`src/rtl/led_pwm_array.sv`:
```
// Multi-channel LED PWM driver: shared tick divider and PWM counter, with
// per-channel off / static / breathe / blink behaviour and a power-on hold.
module led_pwm_array #(
    parameter int CHANNELS   = 3,
    parameter int PWM_BITS   = 8,
    parameter int DIV_BITS   = 11,
    parameter int POR_CYCLES = 256
) (
    input  logic                         clk,
    input  logic                         rst,
    input  logic [DIV_BITS-1:0]          speed,
    input  logic [2*CHANNELS-1:0]        mode,
    input  logic [PWM_BITS*CHANNELS-1:0] level,
    output logic [CHANNELS-1:0]          led,
    output logic                         period
);

    localparam int                  MAX_I    = (2 ** PWM_BITS) - 1;
    localparam logic [PWM_BITS-1:0] MAX      = '1;
    localparam int                  POR_W    = (POR_CYCLES > 1) ? $clog2(POR_CYCLES) : 1;
    localparam logic [POR_W-1:0]    POR_LAST = POR_W'(POR_CYCLES - 1);

    localparam logic [1:0] M_OFF     = 2'b00;
    localparam logic [1:0] M_STATIC  = 2'b01;
    localparam logic [1:0] M_BREATHE = 2'b10;
    localparam logic [1:0] M_BLINK   = 2'b11;

    // Power-on hold lives outside the rst domain: its start value comes from
    // device configuration and only power cycling restarts it.
    logic [POR_W-1:0] por_cnt_q = '0;
    logic             por_done_q = 1'b0;
    logic [POR_W-1:0] por_cnt_d;
    logic             por_done_d;

    logic [DIV_BITS-1:0]                div_cnt_q, div_cnt_d;
    logic [PWM_BITS-1:0]                pwm_cnt_q, pwm_cnt_d;
    logic [CHANNELS-1:0]                led_q, led_d;
    logic                               period_q, period_d;
    logic [CHANNELS-1:0]                blink_q, blink_d;
    logic [CHANNELS-1:0]                dir_up_q, dir_up_d;
    logic [CHANNELS-1:0][PWM_BITS-1:0]  duty_q, duty_d;
    logic [CHANNELS-1:0][PWM_BITS-1:0]  step;

    logic hold;
    logic tick;

    assign hold   = !rst || !por_done_q;
    assign tick   = (div_cnt_q == '0);
    assign led    = led_q;
    assign period = period_q;

    // Power-on counter: runs once, then latches done forever.
    always_comb begin
        por_cnt_d  = por_cnt_q;
        por_done_d = por_done_q;
        if (!por_done_q) begin
            if (por_cnt_q == POR_LAST) begin
                por_done_d = 1'b1;
            end else begin
                por_cnt_d = por_cnt_q + 1'b1;
            end
        end
    end

    // Candidate breathe duty one step along the current direction.
    always_comb begin
        for (int i = 0; i < CHANNELS; i++) begin
            step[i] = dir_up_q[i] ? (duty_q[i] + 1'b1) : (duty_q[i] - 1'b1);
        end
    end

    // Divider, shared PWM counter and per-channel output/breathe/blink state.
    always_comb begin
        div_cnt_d = div_cnt_q;
        pwm_cnt_d = pwm_cnt_q;
        led_d     = led_q;
        period_d  = 1'b0;
        blink_d   = blink_q;
        dir_up_d  = dir_up_q;
        duty_d    = duty_q;
        if (hold) begin
            div_cnt_d = '0;
            pwm_cnt_d = '0;
            led_d     = '0;
            blink_d   = '0;
            dir_up_d  = '1;
            for (int i = 0; i < CHANNELS; i++) begin
                // Staggered starting duties so breathing channels are out of phase.
                duty_d[i] = PWM_BITS'((i * MAX_I) / CHANNELS);
            end
        end else begin
            div_cnt_d = (div_cnt_q >= speed) ? '0 : div_cnt_q + 1'b1;
            if (tick) begin
                pwm_cnt_d = pwm_cnt_q + 1'b1;
                period_d  = (pwm_cnt_q == MAX);
                for (int i = 0; i < CHANNELS; i++) begin
                    case (mode[2*i +: 2])
                        M_OFF:     led_d[i] = 1'b0;
                        M_STATIC:  led_d[i] = (pwm_cnt_q <= level[PWM_BITS*i +: PWM_BITS]);
                        M_BREATHE: led_d[i] = (pwm_cnt_q <= duty_q[i]);
                        M_BLINK:   led_d[i] = blink_q[i];
                        default:   led_d[i] = 1'b0;
                    endcase
                    if (pwm_cnt_q == MAX) begin
                        blink_d[i] = ~blink_q[i];
                    end
                    if ((mode[2*i +: 2] == M_BREATHE) && (pwm_cnt_q == '0)) begin
                        duty_d[i] = step[i];
                        if ((step[i] == MAX) || (step[i] == '0)) begin
                            dir_up_d[i] = ~dir_up_q[i];
                        end
                    end
                end
            end
        end
    end

    // State registers.
    always_ff @(posedge clk) begin
        por_cnt_q  <= por_cnt_d;
        por_done_q <= por_done_d;
        div_cnt_q  <= div_cnt_d;
        pwm_cnt_q  <= pwm_cnt_d;
        led_q      <= led_d;
        period_q   <= period_d;
        blink_q    <= blink_d;
        dir_up_q   <= dir_up_d;
        duty_q     <= duty_d;
    end

endmodule

```
`config.mk`:
```
export PLATFORM = sky130hd
export DESIGN_NAME = led_pwm_array
export DESIGN_NICKNAME = d
export VERILOG_FILES = /design/src/rtl/led_pwm_array.sv
export SDC_FILE = /design/constraint.sdc
export NUM_CORES = 1
export LEC_CHECK = 0
export CORE_MARGIN = 5
export CORE_UTILIZATION = 54
export CTS_BUF_LIST = sky130_fd_sc_hd__clkbuf_4 sky130_fd_sc_hd__clkbuf_8
export CTS_CLUSTER_SIZE = 8
export DETAILED_ROUTE_END_ITERATION = 10
export PLACE_DENSITY = 0.8
export SLEW_MARGIN = 20
export SYNTH_ARGS = -nofsm -noshare
export SYNTH_HDL_FRONTEND = slang
export SYNTH_SLANG_ARGS = --single-unit
```
`constraint.sdc`:
```
create_clock -name clk -period 2.8 [get_ports clk]
set_clock_uncertainty 0.05 [all_clocks]
set_input_delay 0.42 -clock clk [delete_from_list [all_inputs] [get_ports clk]]
set_output_delay 0.42 -clock clk [all_outputs]
set_load 0.02 [all_outputs]
```
==> run metrics, run 1 <==
setup tns final 0 ns; post-synthesis instance area 0.00495 mm^2; n_diodes 0; Via density roughly 5.6; Hold Path End por_done_q$_SDFF_PP1_; GRT Total Usage 0.211; core area ~0.0091 mm^2; antenna violations before repair 0; IO Count 47; Slew Limit Fails 0; type of origin of the critical path register; Fin. Hold Viols 0; Clk Latency, worst-skew pair 0.34 ns; Yosys cell types 54; Remaining DRCs 0; TritonCTS clock tree done; Layout Utilization 0.646; H-tree levels 3; post-synthesis sequential area ratio 0.267; critical path type reg2reg; max-cap check violation count 0; synth warn 0; clock sink total just over 60; WL final ~11000 um; area of the multi-input gates about 0.0034 mm^2; IO Port Bufs 46; reported net switching power between 0.4 and 0.5 mW; crit-path max FO 4; num rows 35; ys async rst share 0; met3 Resource Use GR 0.0404; Lkg Pwr ~2.7 nW; Pint around 1.3 mW; clock slew at reported path FFs approximately 0.080 ns; Chip Height 106 um; Peak Freq 373 MHz; post-route ant nets 0; Worst setup EP type register; r2r startpoint dir_up_q[1]$_SDFFE_PP1P_; R2R Setup Slk approximately 0.12 ns; worst vdd ir ~0.27 mV; die area roughly 0.011 mm^2; Post-synth EDFFs 8; beginning of the worst hold path por_done_q$_SDFF_PP1_; initial DRC count around 170; CP arrival approximately 2.9 ns; Initial Utilization 0.544; GRT Max-Usage Layer met2; share of cells above drive strength 1 0.0850; total gr overflow 0; Main synth FF type dfxtp_1; TritonCTS Buffers 9; Fillers roughly 780; CTS root buf clkbuf_8; Sw Share 0.240; Clk network pwr share 0.399; post-synthesis average cell area around 8.6 um^2; Finish-stage setup viols 0; GRT met2 Usage 0.358; HP Class reg2reg; Detailed Place HPWL 8670 um; Comb pwr share 0.079; Synth Instances between 500 and 600; Die Span X roughly 110 um; Final Wtd Congestion ~0.83; number of global-route vias before repair around 4300; Final nets around 780; vias 4274; post-synthesis register bit count 62; r2r endpoint dir_up_q[1]$_SDFFE_PP1P_; status completed; Seq pwr share 0.521; reg2reg path depth 10; PD cells approximately 290 mW/mm^2; Syn Nets approximately 710; clk buf depth 2; synth-to-layout area growth 18.8%; Worst Hold Depth 1; largest net degree at the start of global routing 35; post-route clock period utilization 0.957; CP required between 3 and 4 ns; routed len/inst between 10 and 15 um; Slew HR 0.525; worst-margin pin slew between 0.7 and 0.8 ns; grt met1 use 0.265; first-pass GRT wire length between 15000 and 20000 um; Reg area 0.00132 mm^2; first drt pass iteration count 4; Min Clock Period, post-route roughly 2.7 ns
==> worst max-delay path: stages (launching register included) <==
cell	delay [ns]
dfxtp_1	0.34
inv_1	0.11
ha_1	0.36
a211oi_2	0.29
buf_4	0.17
nor2_1	0.05
a41oi_1	0.26
xnor2_1	0.13
or3b_4	0.40
o32ai_4	0.23
mux2i_1	0.22
==> per-stage QoR <==
stage	hold slack [ns]	area, um^2	instances	power [mW]	setup WS (ns)
after detailed placement	0.419	5660	741	1.05	-0.0825
after global placement	0.419	5660	741	1.05	0.102
final	0.436	5880	758	1.72	0.121
after global routing	0.471	5880	758	1.80	-0.00283
after floorplan	0.398	4950	575	0.975	0.0841
after CTS	0.438	5840	758	1.74	0.0258
==> cell families after synthesis <==
group / share of synthesized area
XOR/XNOR: 0.0849
adder cells (fa/ha/maj): 0.234
multiplexers: 0.0265
flip-flops: 0.267
buffers and inverters: 0.0634
AND/OR/NAND/NOR: 0.174
AO/OA/AOI/OAI: 0.150
==> synth_stat cells, types with 2 or more instances <==
master,instances,area share
o21a_1,4,0.0061
nand2b_1,7,0.0088
a41oi_1,3,0.0053
edfxtp_1,8,0.048
mux2i_1,12,0.024
o211ai_1,7,0.011
o21ai_0,24,0.024
or3_1,2,0.0025
inv_1,71,0.054
nand2_1,26,0.020
nor3b_1,2,0.0030
clkbuf_1,8,0.0061
nor4_1,2,0.0025
nand3_1,14,0.014
nand4_1,15,0.019
a21o_1,16,0.024
nor2_1,59,0.045
and3_1,5,0.0063
a21oi_1,29,0.029
and4b_1,2,0.0040
ha_1,88,0.22
xnor2_1,25,0.044
and2_1,2,0.0025
o221ai_1,2,0.0035
dfxtp_1,54,0.22
xor2_1,23,0.041
a211oi_1,8,0.012
o21bai_1,6,0.0091
and4_1,3,0.0053
fa_1,3,0.012
nor2b_1,6,0.0076
nor3_1,14,0.014
buf_2,2,0.0020
o32ai_1,2,0.0035
a31oi_1,2,0.0025
==> power by group through the flow <==
stage | clock network (mW) | logic, mW | registers, mW
global route | 0.753 | 0.151 | 0.897
detailed placement | 0 | 0.135 | 0.917
finish | 0.687 | 0.136 | 0.897
floorplan | 0 | 0.0577 | 0.917
global placement | 0 | 0.131 | 0.917
CTS | 0.709 | 0.137 | 0.897
==> cell usage in the layout (no fill, tap or decap), types with 2 or more instances in the layout <==
master	n
o21ai_0	23
clkbuf_8	9
ha_1	87
nor3_1	14
o32ai_1	2
o211ai_1	7
nand3_1	14
xnor2_1	25
nand2b_1	7
a31oi_1	2
edfxtp_1	8
clkinv_2	3
a211oi_2	5
xor2_1	23
nor2_1	59
nand2_1	26
a211oi_1	4
nor3b_1	2
nor4_1	2
or3_1	2
nand4_1	15
and3_1	5
a21oi_1	29
o21bai_1	6
fa_1	2
buf_4	21
dfxtp_1	54
clkinvlp_4	2
mux2i_1	12
and2_1	2
o221ai_1	2
o21a_1	4
a21o_1	16
nor2b_1	6
and4b_1	2
clkdlybuf4s50_1	46
a41oi_1	2
inv_1	70
and4_1	3
==> flip-flops by register name, indices dropped and copies added (netlist names) <==
register / cells
blink_q: 3
dir_up_q: 3
div_cnt_q: 11
duty_q: 24
led: 3
period: 1
por_cnt_q: 8
por_done_q: 1
pwm_cnt_q: 8
==> repair_timing <==
| action | in CTS | in global routing |
|---|---|---|
| gates resized for setup | 1 | 11 |
| endpoints found under the setup margin | 1 | 3 |
| buffers inserted | 1 | 0 |
| hold buffers | 0 | 0 |
| pin swaps | 1 | 3 |
| endpoints found under the hold margin | 0 | 0 |
==> how the worst max path moves through the flow <==
| stage | from | end | slack, ns | cells past startpoint |
|---|---|---|---|---|
| 3_3_place_gp | dir_up_q[1]$_SDFFE_PP1P_ | dir_up_q[1]$_SDFFE_PP1P_ | 0.10 | 8 |
| 6_report | dir_up_q[1]$_SDFFE_PP1P_ | dir_up_q[1]$_SDFFE_PP1P_ | 0.12 | 10 |
| 3_5_place_dp | dir_up_q[1]$_SDFFE_PP1P_ | dir_up_q[1]$_SDFFE_PP1P_ | -0.08 | 8 |
| 4_1_cts | dir_up_q[1]$_SDFFE_PP1P_ | dir_up_q[1]$_SDFFE_PP1P_ | 0.03 | 8 |
| 5_1_grt | dir_up_q[2]$_SDFFE_PP1P_ | dir_up_q[2]$_SDFFE_PP1P_ | -0.003 | 9 |
| 2_1_floorplan | dir_up_q[1]$_SDFFE_PP1P_ | dir_up_q[1]$_SDFFE_PP1P_ | 0.08 | 8 |
==> cell type report <==
type                            count  area share
Clock buffer                       10      0.0223
Clock inverter                      6     0.00659
Inverter                           71      0.0453
Multi-Input combinational cell    431       0.573
Sequential cell                    62       0.225
Tap cell                          111      0.0236
Timing Repair Buffer               67       0.105
==> routing by layer <==
layer / part of all wire / up-vias
li1: - / 2161
met1: 0.46 / 1998
met2: 0.48 / 97
met3: 0.042 / 18
met4: 0.016 / 0
met5: 0 / -
(Power assumes the default switching activity.)
==> run 2: changes to the inputs <==
--- a/config.mk
+++ b/config.mk
@@ -11,7 +11,6 @@
 export CTS_CLUSTER_SIZE = 8
 export DETAILED_ROUTE_END_ITERATION = 10
 export PLACE_DENSITY = 0.8
-export SLEW_MARGIN = 20
 export SYNTH_ARGS = -nofsm -noshare
 export SYNTH_HDL_FRONTEND = slang
 export SYNTH_SLANG_ARGS = --single-unit
==> results of run 2 <==
No change in the layout: final DEF, timing and power equal those of run 1.
==> run 3: changes to the inputs <==
--- a/config.mk
+++ b/config.mk
@@ -5,12 +5,14 @@
 export SDC_FILE = /design/constraint.sdc
 export NUM_CORES = 1
 export LEC_CHECK = 0
-export CORE_MARGIN = 5
+export CORE_MARGIN = 3
 export CORE_UTILIZATION = 54
 export CTS_BUF_LIST = sky130_fd_sc_hd__clkbuf_4 sky130_fd_sc_hd__clkbuf_8
 export CTS_CLUSTER_SIZE = 8
 export DETAILED_ROUTE_END_ITERATION = 10
 export PLACE_DENSITY = 0.8
+export SETUP_SLACK_MARGIN = 0.2
+export SLEW_MARGIN = 20
 export SYNTH_ARGS = -nofsm -noshare
 export SYNTH_HDL_FRONTEND = slang
 export SYNTH_SLANG_ARGS = --single-unit
==> run 3 against run 2 <==
Net effect:
- clock power rose by 4.5%
- core utilization increased by 2.9 points
- count of clock-buffer cells in the layout down 1
- critical path depth is 1 lower
- final cell count shrank 0.66%
- final area increased by 1.1%
- combinational power about the same
- wire length rose by 2.4%
- sequential power about the same
- total power increased by 1.7%
- die area decreased by 7.4%
- critical path type unchanged
- largest cell class unchanged
==> run metrics, run 3 (synthesis gave the netlist of run 1 again) <==
Fin. Hold Viols 0 (unchanged); number of global-route vias before repair 4295 (-1.2%); TritonCTS Buffers 9 (unchanged); most frequent cells in the layout 83 x ha_1, 68 x inv_1, 59 x nor2_1; met3 WL 666 um (+40%); TritonCTS clock tree done; WL final 11600 um (+2.4%); antenna violations before repair 0 (unchanged); commonest non-fill, non-tap cell in the layout ha_1; crit-path max cell delay 0.38 ns (-0.02 ns); Largest Register duty_q; Final nets 774 (-0.26%); Slew HR 0.522 (-0.00224); H-tree levels 3 (unchanged); CTS root buf clkbuf_8; Finish-stage setup viols 0 (unchanged); core area 0.00881 mm^2 (-3.3%); top flop regs duty_q: 24 flops, div_cnt_q: 11 flops; Fillers 685 (-12%); setup tns final 0 ns (unchanged); CP required 3.01 ns (about the same); crit-path max FO 8 (+4); HP Class reg2reg; crit-path cells inv_2 -> ha_4 -> a211oi_2 -> nor2_1 -> a41oi_2 -> xnor2_1 -> or3_1 -> o32ai_2 -> mux2i_1; die area 0.0104 mm^2 (-7.4%); Lkg Pwr 2.70 nW (-0.69%); status completed; Min Hold Slack 0.442 ns (+0.00609 ns); share of cells above drive strength 1 0.104 (+0.0189); initial DRC count 190 (+12%); max reg flops 24 (unchanged); clk buf depth 2 (unchanged); max-cap check violation count 0 (unchanged); top layer in use met4; first-pass GRT wire length 19200 um (-2.6%); num rows 34 (-2.9%); dpl cell area 0.00560 mm^2 (-1.0%); wire length on met1 5310 um (+0.93%); post-route ant nets 0 (unchanged); vias 4275 (+0.023%); Initial Utilization 0.563 (+0.0187); routed len/inst 15.4 um (+3.1%); Hold-fix buffers, CTS 0 (unchanged); synth-to-layout area growth 20.0%; Worst setup EP type register; Via density 5.68 (+0.69%); PD cells 294 mW/mm^2 (+0.59%); clock slew at reported path FFs 0.08 ns (about the same); Crit-path slowest cell or3_1; clock sink total 62 (unchanged); total power 1.75 mW (+1.7%); Final Wtd Congestion 0.867 (+4.4%); GRT Total Usage 0.232 (+0.0207); Min Clock Period, post-route 2.55 ns (-0.132 ns); IO Port Bufs 46 (unchanged); first drt pass iteration count 4 (unchanged); IO Count 47 (unchanged); RSZ-0062 raised after global routing yes; Chip Height 102 um (-3.8%); worst-margin pin slew 0.714 ns (+0.00334 ns); worst vdd ir 0.292 mV (+9.7%); total gr overflow 0 (unchanged); Clk Latency, worst-skew pair 0.36 ns (+0.02 ns); design area 0.00595 mm^2 (+1.1%); largest net degree at the start of global routing 35 (unchanged); n_diodes 0 (unchanged); type of origin of the critical path register; Die Span X 102 um (-3.8%); Met2 Wirelength 5390 um (-0.65%); Peak Freq 393 MHz (+5.2%); Detailed Place HPWL 8400 um (-3.1%); Layout Utilization 0.675 (+0.0293); post-route clock period utilization 0.909 (-0.0473); CP arrival 2.75 ns (-0.13 ns); Slew Limit Fails 0 (unchanged); critical path type reg2reg; Remaining DRCs 0 (unchanged)
-- run 3: worst paths after layout --
check                      startpoint                       end  slack (ns)  cells after the start
min reg2reg     por_done_q$_SDFF_PP1_     por_done_q$_SDFF_PP1_        0.44                      1
min             por_done_q$_SDFF_PP1_     por_done_q$_SDFF_PP1_        0.44                      1
max          dir_up_q[2]$_SDFFE_PP1P_  dir_up_q[2]$_SDFFE_PP1P_        0.25                      9
max reg2reg  dir_up_q[2]$_SDFFE_PP1P_  dir_up_q[2]$_SDFFE_PP1P_        0.25                      9
-- run 3: report_power, final --
part / leakage (nW) / internal [mW] / switching, mW
clock: 0.0859 / 0.322 / 0.396
combinational: 2.09 / 0.0834 / 0.0517
sequential: 0.527 / 0.896 / 0
total: 2.70 / 1.30 / 0.448
-- run 3: final cells by class --
type,count,area (um^2),area share
clock buffers,9,124,0.0208
clock inverters,7,48.8,0.00821
multi-input cells,431,3430,0.577
flip-flops and latches,62,1330,0.223
repair buffers,65,603,0.101
well taps,108,135,0.0227
inverters,71,277,0.0465
-- run 3: worst max-delay path, delay by kind of cell (launching register included) --
| kind | cells | cell delay, ns |
|---|---|---|
| AO/OA/AOI/OAI | 3 | 0.75 |
| AND/OR/NAND/NOR | 2 | 0.49 |
| flip-flops | 1 | 0.34 |
| multiplexers | 1 | 0.26 |
| adder cells (fa/ha/maj) | 1 | 0.25 |
| buffers and inverters | 1 | 0.18 |
| XOR/XNOR | 1 | 0.14 |
-- run 3: through the flow --
stage	std cells	setup WS, ns
detailed placement	730	0.0173
CTS	747	0.195
floorplan	575	0.217
global route	753	0.128
finish	753	0.254
global placement	730	0.114
-- run 3: routing by layer --
layer  up-vias  track usage
met5         -            0
met4         0       0.0900
met3        22       0.0386
met2       125        0.390
met1      1977        0.296
li1       2151            -
-- run 3: what timing repair did --
item                                    CTS  global route
gates resized for setup                  11            18
pin swaps                                 6            10
endpoints found under the setup margin    3             3
setup buffers                             1             6
